===== src/rtl/uart_pkg.sv =====
// Shared constants for the UART receive path: payload width, FIFO geometry
// and the layout of a stored receive entry.
package uart_pkg;
    localparam int UART_DATA_W = 8;
    localparam int FIFO_DEPTH  = 16;
    localparam int FIFO_ADDR_W = 4;
    localparam int ENTRY_W     = UART_DATA_W + 2;
    localparam int PAR_BIT     = UART_DATA_W;
    localparam int STOP_BIT    = UART_DATA_W + 1;
endpackage


===== src/rtl/sync_fifo.sv =====
// Generic single-clock show-ahead FIFO: the head entry is presented on rd_data
// whenever the FIFO is non-empty, and rd_en pops it at the clock edge.
module sync_fifo
    import uart_pkg::*;
#(
    parameter int WIDTH  = ENTRY_W,
    parameter int DEPTH  = FIFO_DEPTH,
    parameter int ADDR_W = FIFO_ADDR_W
) (
    input  logic              clk,
    input  logic              reset,
    input  logic              wr_en,
    input  logic [WIDTH-1:0]  wr_data,
    input  logic              rd_en,
    output logic [WIDTH-1:0]  rd_data,
    output logic [ADDR_W:0]   count,
    output logic              full,
    output logic              empty
);
    logic [WIDTH-1:0] mem [DEPTH];
    logic [ADDR_W:0]  wr_ptr_reg;
    logic [ADDR_W:0]  rd_ptr_reg;
    logic             rd_ok;
    logic             wr_ok;

    // Pointers carry one extra wrap bit so full and empty are distinguishable.
    assign empty = (wr_ptr_reg == rd_ptr_reg);
    assign full  = (wr_ptr_reg[ADDR_W] != rd_ptr_reg[ADDR_W]) &&
                   (wr_ptr_reg[ADDR_W-1:0] == rd_ptr_reg[ADDR_W-1:0]);
    assign count = wr_ptr_reg - rd_ptr_reg;

    assign rd_ok = rd_en & ~empty;
    // A write into a full FIFO is accepted only when a pop frees a slot at the same edge.
    assign wr_ok = wr_en & (~full | rd_ok);

    always_ff @(posedge clk) begin
        if (wr_ok) begin
            mem[wr_ptr_reg[ADDR_W-1:0]] <= wr_data;
        end
    end

    always_ff @(posedge clk or posedge reset) begin
        if (reset) begin
            wr_ptr_reg <= '0;
            rd_ptr_reg <= '0;
        end else begin
            if (wr_ok) begin
                wr_ptr_reg <= wr_ptr_reg + 1'b1;
            end
            if (rd_ok) begin
                rd_ptr_reg <= rd_ptr_reg + 1'b1;
            end
        end
    end

    // Storage is not reset, so the head is forced to zero while nothing is held.
    assign rd_data = empty ? '0 : mem[rd_ptr_reg[ADDR_W-1:0]];
endmodule


===== src/rtl/rx_frame_fifo.sv =====
// Captures completed UART receive frames (data plus parity/stop flags) into a
// show-ahead FIFO and hands them to the host over valid/ready, flagging overrun.
module rx_frame_fifo
    import uart_pkg::*;
#(
    parameter int DATA_W = UART_DATA_W,
    parameter int DEPTH  = FIFO_DEPTH,
    parameter int ADDR_W = FIFO_ADDR_W
) (
    input  logic              clk,
    input  logic              reset,
    input  logic [DATA_W-1:0] rx_data,
    input  logic              rx_valid,
    input  logic              rx_parity_error,
    input  logic              rx_stop_error,
    output logic [DATA_W-1:0] dout,
    output logic              dout_parity_err,
    output logic              dout_stop_err,
    output logic              dout_valid,
    input  logic              dout_ready,
    output logic [ADDR_W:0]   count,
    output logic              full,
    output logic              overrun,
    input  logic              overrun_clr
);
    localparam int ENT_W    = DATA_W + 2;
    localparam int PAR_IDX  = DATA_W;
    localparam int STOP_IDX = DATA_W + 1;

    logic             edge_reg;
    logic             parity_reg;
    logic             overrun_reg;
    logic             strobe;
    logic             frame_event;
    logic             pop;
    logic             wr_en;
    logic             drop;
    logic             empty;
    logic [ENT_W-1:0] wr_entry;
    logic [ENT_W-1:0] head;

    assign strobe      = rx_valid | rx_stop_error;
    assign frame_event = strobe & ~edge_reg;
    assign pop         = dout_valid & dout_ready;
    assign wr_en       = frame_event & (~full | pop);
    assign drop        = frame_event & full & ~pop;
    assign wr_entry    = {rx_stop_error, parity_reg | rx_parity_error, rx_data};

    // edge_reg resets high so a strobe already asserted at reset release is not a new frame.
    always_ff @(posedge clk or posedge reset) begin
        if (reset) begin
            edge_reg    <= 1'b1;
            parity_reg  <= 1'b0;
            overrun_reg <= 1'b0;
        end else begin
            edge_reg <= strobe;
            if (wr_en) begin
                parity_reg <= 1'b0;
            end else if (rx_parity_error) begin
                parity_reg <= 1'b1;
            end
            // A new drop outranks a clear in the same cycle.
            if (drop) begin
                overrun_reg <= 1'b1;
            end else if (overrun_clr) begin
                overrun_reg <= 1'b0;
            end
        end
    end

    sync_fifo #(
        .WIDTH  (ENT_W),
        .DEPTH  (DEPTH),
        .ADDR_W (ADDR_W)
    ) u_fifo (
        .clk     (clk),
        .reset   (reset),
        .wr_en   (wr_en),
        .wr_data (wr_entry),
        .rd_en   (pop),
        .rd_data (head),
        .count   (count),
        .full    (full),
        .empty   (empty)
    );

    assign dout_valid      = ~empty;
    assign dout            = head[DATA_W-1:0];
    assign dout_parity_err = head[PAR_IDX];
    assign dout_stop_err   = head[STOP_IDX];
    assign overrun         = overrun_reg;
endmodule


===== config.mk =====
export PLATFORM = sky130hd
export DESIGN_NAME = rx_frame_fifo
export DESIGN_NICKNAME = d
export VERILOG_FILES = /design/src/rtl/uart_pkg.sv /design/src/rtl/sync_fifo.sv /design/src/rtl/rx_frame_fifo.sv
export SDC_FILE = /design/constraint.sdc
export NUM_CORES = 1
export LEC_CHECK = 0
export CAP_MARGIN = 10
export CORE_MARGIN = 5
export CORE_UTILIZATION = 60
export DETAILED_ROUTE_END_ITERATION = 6
export GPL_TIMING_DRIVEN = 0
export PLACE_DENSITY = 0.86
export RECOVER_POWER = 50
export SLEW_MARGIN = 20
export SYNTH_ARGS = -nofsm -noshare
export SYNTH_HDL_FRONTEND = slang
export SYNTH_SLANG_ARGS = --single-unit
export TNS_END_PERCENT = 1

===== constraint.sdc =====
create_clock -name clk -period 4.2 [get_ports clk]
set_clock_uncertainty 0.2 [all_clocks]
set_input_delay 0.84 -clock clk [delete_from_list [all_inputs] [get_ports clk]]
set_output_delay 0.84 -clock clk [all_outputs]
set_load 0.01 [all_outputs]

* Yosys cells after proc, flatten, opt, wreduce, memory -nomap -nowiden *
Memory sizes are Yosys's and may differ from the RTL's.
Index checks and enable logic that the tools add are counted.

cells by class
  $add $sub $neg = 3
  eq/ne operators = 3
  muxes and demuxes = 7
  bitwise operators = 15
  reductions and logical operators = 3

operator list
  kind                                          number
  adder 5 x 1 -> 5 bit (second input constant)  2
  2-to-1 mux 10 bit                             1
  AND 1 bit                                     7
  2-to-1 mux 1 bit                              6
  equality test 5 bit                           1
  subtractor 5 bit                              1
  equality test 4 bit                           1
  inverter 1 bit                                4
  OR 1 bit                                      4
  nonzero test 2 bit                            2
  logical AND 1 bit                             1
  inequality test 1 bit                         1

word-level totals
  register bits = 13
  RAM bits = 160
  input bits = 15
  output and inout bits = 18
  word-level logic and storage cells = 37
  memories kept = 1

memory list
  name        depth  bits a word  rd ports  clocked after memory_dff  write ports  RTL line         RTL
  u_fifo.mem  16     10           1         0                         1            sync_fifo.sv:20  logic [WIDTH-1:0] mem [DEPTH];

* Logic depth before layout (Yosys ltp) *
  word-level depth = 8
  gate-level depth with buffers = 10
  mapped depth without buffers = 7

* By module *
Synthesis repeated with hierarchy kept, for this count alone.

unflattened totals
  cells, all modules = 359
  area total of the unflattened synthesis = 7090.6 µm²

modules (own cells, without submodules)
  module         instances  cells an instance  area each (µm²)  seq. area each (µm²)
  sync_fifo      1          344                6929.1           5054.8
  rx_frame_fifo  1          15                 161.4            76.3

* Worst setup path before layout *
OpenSTA, ideal clock, no wires.

  path type = reg2out
  start = register u_fifo.rd_ptr_reg[3]
  end = output dout[0]
  arrival time = 2.202 ns
  data required time = 3.160 ns
  path slack = 0.958 ns
  cell stages (with the launch flop) = 10
  buffers on the path = 3
  path through = dfrtp_1 buf_1 inv_2 buf_2 ha_1 and4_1 nand2_1 clkbuf_1 o21ai_1 a21oi_1

on the way
  longest elaborated chain between the ends = 2
  elaborated cells on any way between the ends = 3
  those cells by class = eq/ne: 1; mux: 1; memory: 1

RTL lines
  element                                                                  RTL line             RTL
  start: declaration                                                       sync_fifo.sv:22      logic [ADDR_W:0] rd_ptr_reg;
  start signal: assignment                                                 sync_fifo.sv:51      rd_ptr_reg <= rd_ptr_reg + 1'b1;
  memory read (16 x 10 bit) / equality test 5 bit (equally long branches)  n/a
  2-to-1 mux 10 bit *                                                      sync_fifo.sv:57      assign rd_data = empty ? '0 : mem[rd_ptr_reg[ADDR_W-1:0]];
  end: declaration                                                         rx_frame_fifo.sv:16  output logic [DATA_W-1:0] dout,

Every way passes the cells marked *; elsewhere a longest branch is shown, timed or not.

* Final worst setup path *
  start = register u_fifo.rd_ptr_reg[1]
  end = output dout[6]

Same word-level chain as after synthesis.

==> reports/qor.log <==
qor: clocking.cts_num_sinks 173
qor: floorplanning.die_width 119 um
qor: run.drv.max_cap_violation_count 0
qor: yosys.synth.cell_area 7070 um^2
qor: yosys.yosys.cell_types.count 37
qor: worst_setup_path.critical_path_cell_count 10
qor: layout.layout_commonest_cell sky130_fd_sc_hd__edfxtp_1
qor: yosys.postSynthAreaPerCell 20.0 um^2
qor: yosys.synth_top_area_share 68.0%
qor: drt.dr.first_iter.drc_count 461
qor: sta.final-max-slew-violation-count 0
qor: power_and_ir_drop.comb_power_share 37.1%
qor: layout.n_antenna_cell 0
qor: yosys.yosysSeqAreaShare 72.6%
qor: clocking.clock_tree_from_tritoncts built
qor: placed_design.gp_routability_congestion 0.876
qor: sta.clock_period_minus_final_worst_setup_slack 4.05 ns
qor: worst_setup_path.critical-path-slowest-cell sky130_fd_sc_hd__clkdlybuf4s50_1
qor: yosys.synth-edff-count 160
qor: floorplanning.die_h 119 um
qor: yosys.synth.largest_area_cell sky130_fd_sc_hd__edfxtp_1
qor: sta.finalCritPeriodShare 96.5%
qor: grt.grt_max_degree 20
qor: sta.worst-slew-pin-transition 0.938 ns
qor: yosys.synth.ff_latch_count 173
qor: yosys.leading_post_synthesis_cells_by_cell_area sky130_fd_sc_hd__edfxtp_1, sky130_fd_sc_hd__mux4_2, sky130_fd_sc_hd__dfrtp_1
qor: worst_setup_path.path_max_fanout 19
qor: layout.largest_reg_flops 160
qor: floorplanning.core-area 11500 um^2
qor: layout.fin_nets 432
qor: placed_design.portBuffers 32
qor: worst_setup_path.critical-path-max-stage-delay 0.57 ns
qor: worst_setup_path.critical_path_buf_inv_count 5
qor: sta.setup_violations 0
qor: drt.drt-total-wl 15000 um
qor: power_and_ir_drop.power.switching 1770 uW
qor: clocking.holdBufCountCts 0
qor: power_and_ir_drop.power.ir.vdd_worst 813 uV
qor: clocking.h_tree_depth_reported_by_cts 4
qor: placed_design.dp_hpwl 9080 um
qor: power_and_ir_drop.cellLeakagePower 0.00285 uW
qor: worst_setup_path.worstSetupPathType flip-flop to output port
qor: drt.drt.antenna.violating_nets 0
qor: grt.grtUsageTotal 22.6%
qor: yosys.synthesis.nets 379
qor: yosys.asyncSetResetFlopFracSynth 7.51%
qor: worst_setup_path.timing.critical_path.required 3.16 ns
qor: drt.drc 0
qor: clocking.numCtsBuffers 17
qor: sta.hold_viol 0
qor: floorplanning.boundaryPins 33
qor: layout.fin_area 8250 um^2
qor: clocking.clk_pin_slew_worst_paths 0.06 ns
qor: worst_setup_path.timing.critical_path.max_delay_family buffers and inverters
qor: yosys.synth-main-ff-cell sky130_fd_sc_hd__edfxtp_1
qor: layout.area.growth.synth_to_final 16.7%
qor: worst_hold_path.hp-class flip-flop to flip-flop
qor: worst_setup_path.r2r.worst_path.cells 8
qor: power_and_ir_drop.internal_power_consumption 4050 uW
qor: clocking.clock_latency_on_the_worst_skew_pair 0.43 ns
qor: sta.setup-tns-final 0 ns
qor: sta.slew_headroom 36.9%
qor: floorplanning.standard_cell_row_count 39
qor: power_and_ir_drop.power_frac_clock 27.3%
qor: sta.rsz0062_at_grt no
qor: worst_setup_path.cp-start-kind flip-flop
qor: worst_setup_path.crit_path_dat 3.01 ns
qor: grt.grt_pass1_vias 3931
qor: worst_setup_path.timing.critical_path.cells buf_6, buf_12, inv_2, ha_1, and4_1, nand2_1, buf_6, o21ai_1, a21oi_1, clkdlybuf4s50_1
qor: floorplanning.floorplan.die_area 14100 um^2
qor: sta.fmaxAchievable 247 MHz
qor: worst_setup_path.path_common_cell sky130_fd_sc_hd__buf_6
qor: clocking.cts-root-to-sink-buffers 2
qor: layout.most-common-layout-cells sky130_fd_sc_hd__edfxtp_1, sky130_fd_sc_hd__mux4_2, sky130_fd_sc_hd__clkbuf_16
qor: power_and_ir_drop.power.share.sequential 35.6%
qor: drt.avgRoutedWirePerCell 26.7 um
qor: power_and_ir_drop.p_sw_share 30.5%
qor: placed_design.dp_area 7600 um^2
qor: clocking.clk_root_buffer_cell sky130_fd_sc_hd__clkbuf_16
qor: drt.drt_first_pass_iters 5
qor: power_and_ir_drop.pwr_density_cell 706 nW/um^2
qor: worst_setup_path.critical_path.endpoint_type output port
qor: layout.share_of_post_route_cells_with_drive_strength_above_1 22.6%
qor: drt.post_drt_via_cell_ratio 6.49
qor: worst_hold_path.hold-path-cell-count 1
qor: grt.initial_antenna_violation_count 0
qor: yosys.cell_count_after_synthesis 354
qor: yosys.yosysWarningCount 0
qor: run_status.status completed
qor: grt.globalRoute.totalOverflow 0
qor: floorplanning.initial_utilization 61.6%
qor: grt.grt_pass1_wl 22900 um
qor: drt.vias 3653
==> kinds of logic (layout without fill, tap and decap cells) <==
logic type / after synthesis / count (layout) / share of synthesized area, %
compound gates: 30 / 30 / 2.50
buf+inv: 29 / 95 / 2.14
simple gates: 38 / 38 / 3.01
xor+xnor: 12 / 12 / 1.59
fa+ha+maj: 10 / 10 / 1.88
flops: 173 / 173 / 72.6
mux: 62 / 62 / 16.3
==> metrics by stage <==
step                power, uW  utilization (%)  instances  hold WS, ns  worst slack, ns
finish                   5820             71.9        563        0.329            0.147
global route             6070             71.9        563        0.345           0.0411
CTS                      5850             71.7        563        0.312          0.00628
global placement         4140             66.0        529        0.284           -0.126
floorplan                3410                -        354        0.296            0.958
detailed placement       4210             66.3        532        0.293           -0.227
==> power by group through the flow <==
stage / logic, uW / clock network (uW) / registers (uW)
floorplan: 1330 / 0 / 2080
global placement: 2050 / 0 / 2090
finish: 2160 / 1590 / 2070
detailed placement: 2110 / 0 / 2100
global route: 2310 / 1680 / 2080
CTS: 2180 / 1600 / 2070
==> cells in the mapped netlist, types with 6 or more instances <==
library cell               number
sky130_fd_sc_hd__edfxtp_1     160
sky130_fd_sc_hd__mux4_2        31
sky130_fd_sc_hd__mux2i_1       13
sky130_fd_sc_hd__a21oi_1       12
sky130_fd_sc_hd__dfrtp_1       12
sky130_fd_sc_hd__o21ai_1       12
sky130_fd_sc_hd__inv_1         10
sky130_fd_sc_hd__mux2_2        10
sky130_fd_sc_hd__ha_1           9
sky130_fd_sc_hd__nand2_1        9
sky130_fd_sc_hd__xnor2_1        9
sky130_fd_sc_hd__and2_1         8
sky130_fd_sc_hd__mux4_1         8
sky130_fd_sc_hd__buf_2          6
==> path summary, 6_finish.rpt <==
| kind | start | to | slack [ns] |
|---|---|---|---|
| setup / recovery | u_fifo.rd_ptr_reg[1]$_DFFE_PP0P_ | dout[6] | 0.15 |
| setup reg to reg | u_fifo.rd_ptr_reg[1]$_DFFE_PP0P_ | u_fifo.mem[2][4]$_DFFE_PP_ | 0.90 |
| max in group asynchronous | reset | u_fifo.rd_ptr_reg[3]$_DFFE_PP0P_ | 2.69 |
| hold / removal | u_fifo.wr_ptr_reg[4]$_DFFE_PP0P_ | u_fifo.wr_ptr_reg[4]$_DFFE_PP0P_ | 0.33 |
| hold reg to reg | u_fifo.wr_ptr_reg[4]$_DFFE_PP0P_ | u_fifo.wr_ptr_reg[4]$_DFFE_PP0P_ | 0.33 |
| min in group asynchronous | reset | u_fifo.rd_ptr_reg[2]$_DFFE_PP0P_ | 0.71 |
==> repair_timing <==
| action | in CTS | in global routing |
|---|---|---|
| buffers inserted | 0 | 0 |
| setup endpoints to repair | 12 | 9 |
| resized for setup | 8 | 10 |
==> metal layers <==
metal  track usage (%)  wire, um  share of wire [%]  vias up
li1                  -         -                  -     1540
met5                 0         0                  0        -
met2              36.7      7680                 51      209
met1              29.0      5760                 38     1880
met3              6.83      1220                8.1       24
met4              8.43       365                2.4        0
==> cell type report <==
| cell class | instances | area [um^2] |
|---|---|---|
| Clock inverter | 11 | 144 |
| Sequential cell | 173 | 5130 |
| Inverter | 12 | 45.0 |
| Clock buffer | 21 | 460 |
| Tap cell | 143 | 179 |
| Fill cell | 647 | 3220 |
| Buffer | 16 | 135 |
| Timing Repair Buffer | 35 | 353 |
| Multi-Input combinational cell | 152 | 1800 |
Power figures use the tool's default switching activity.
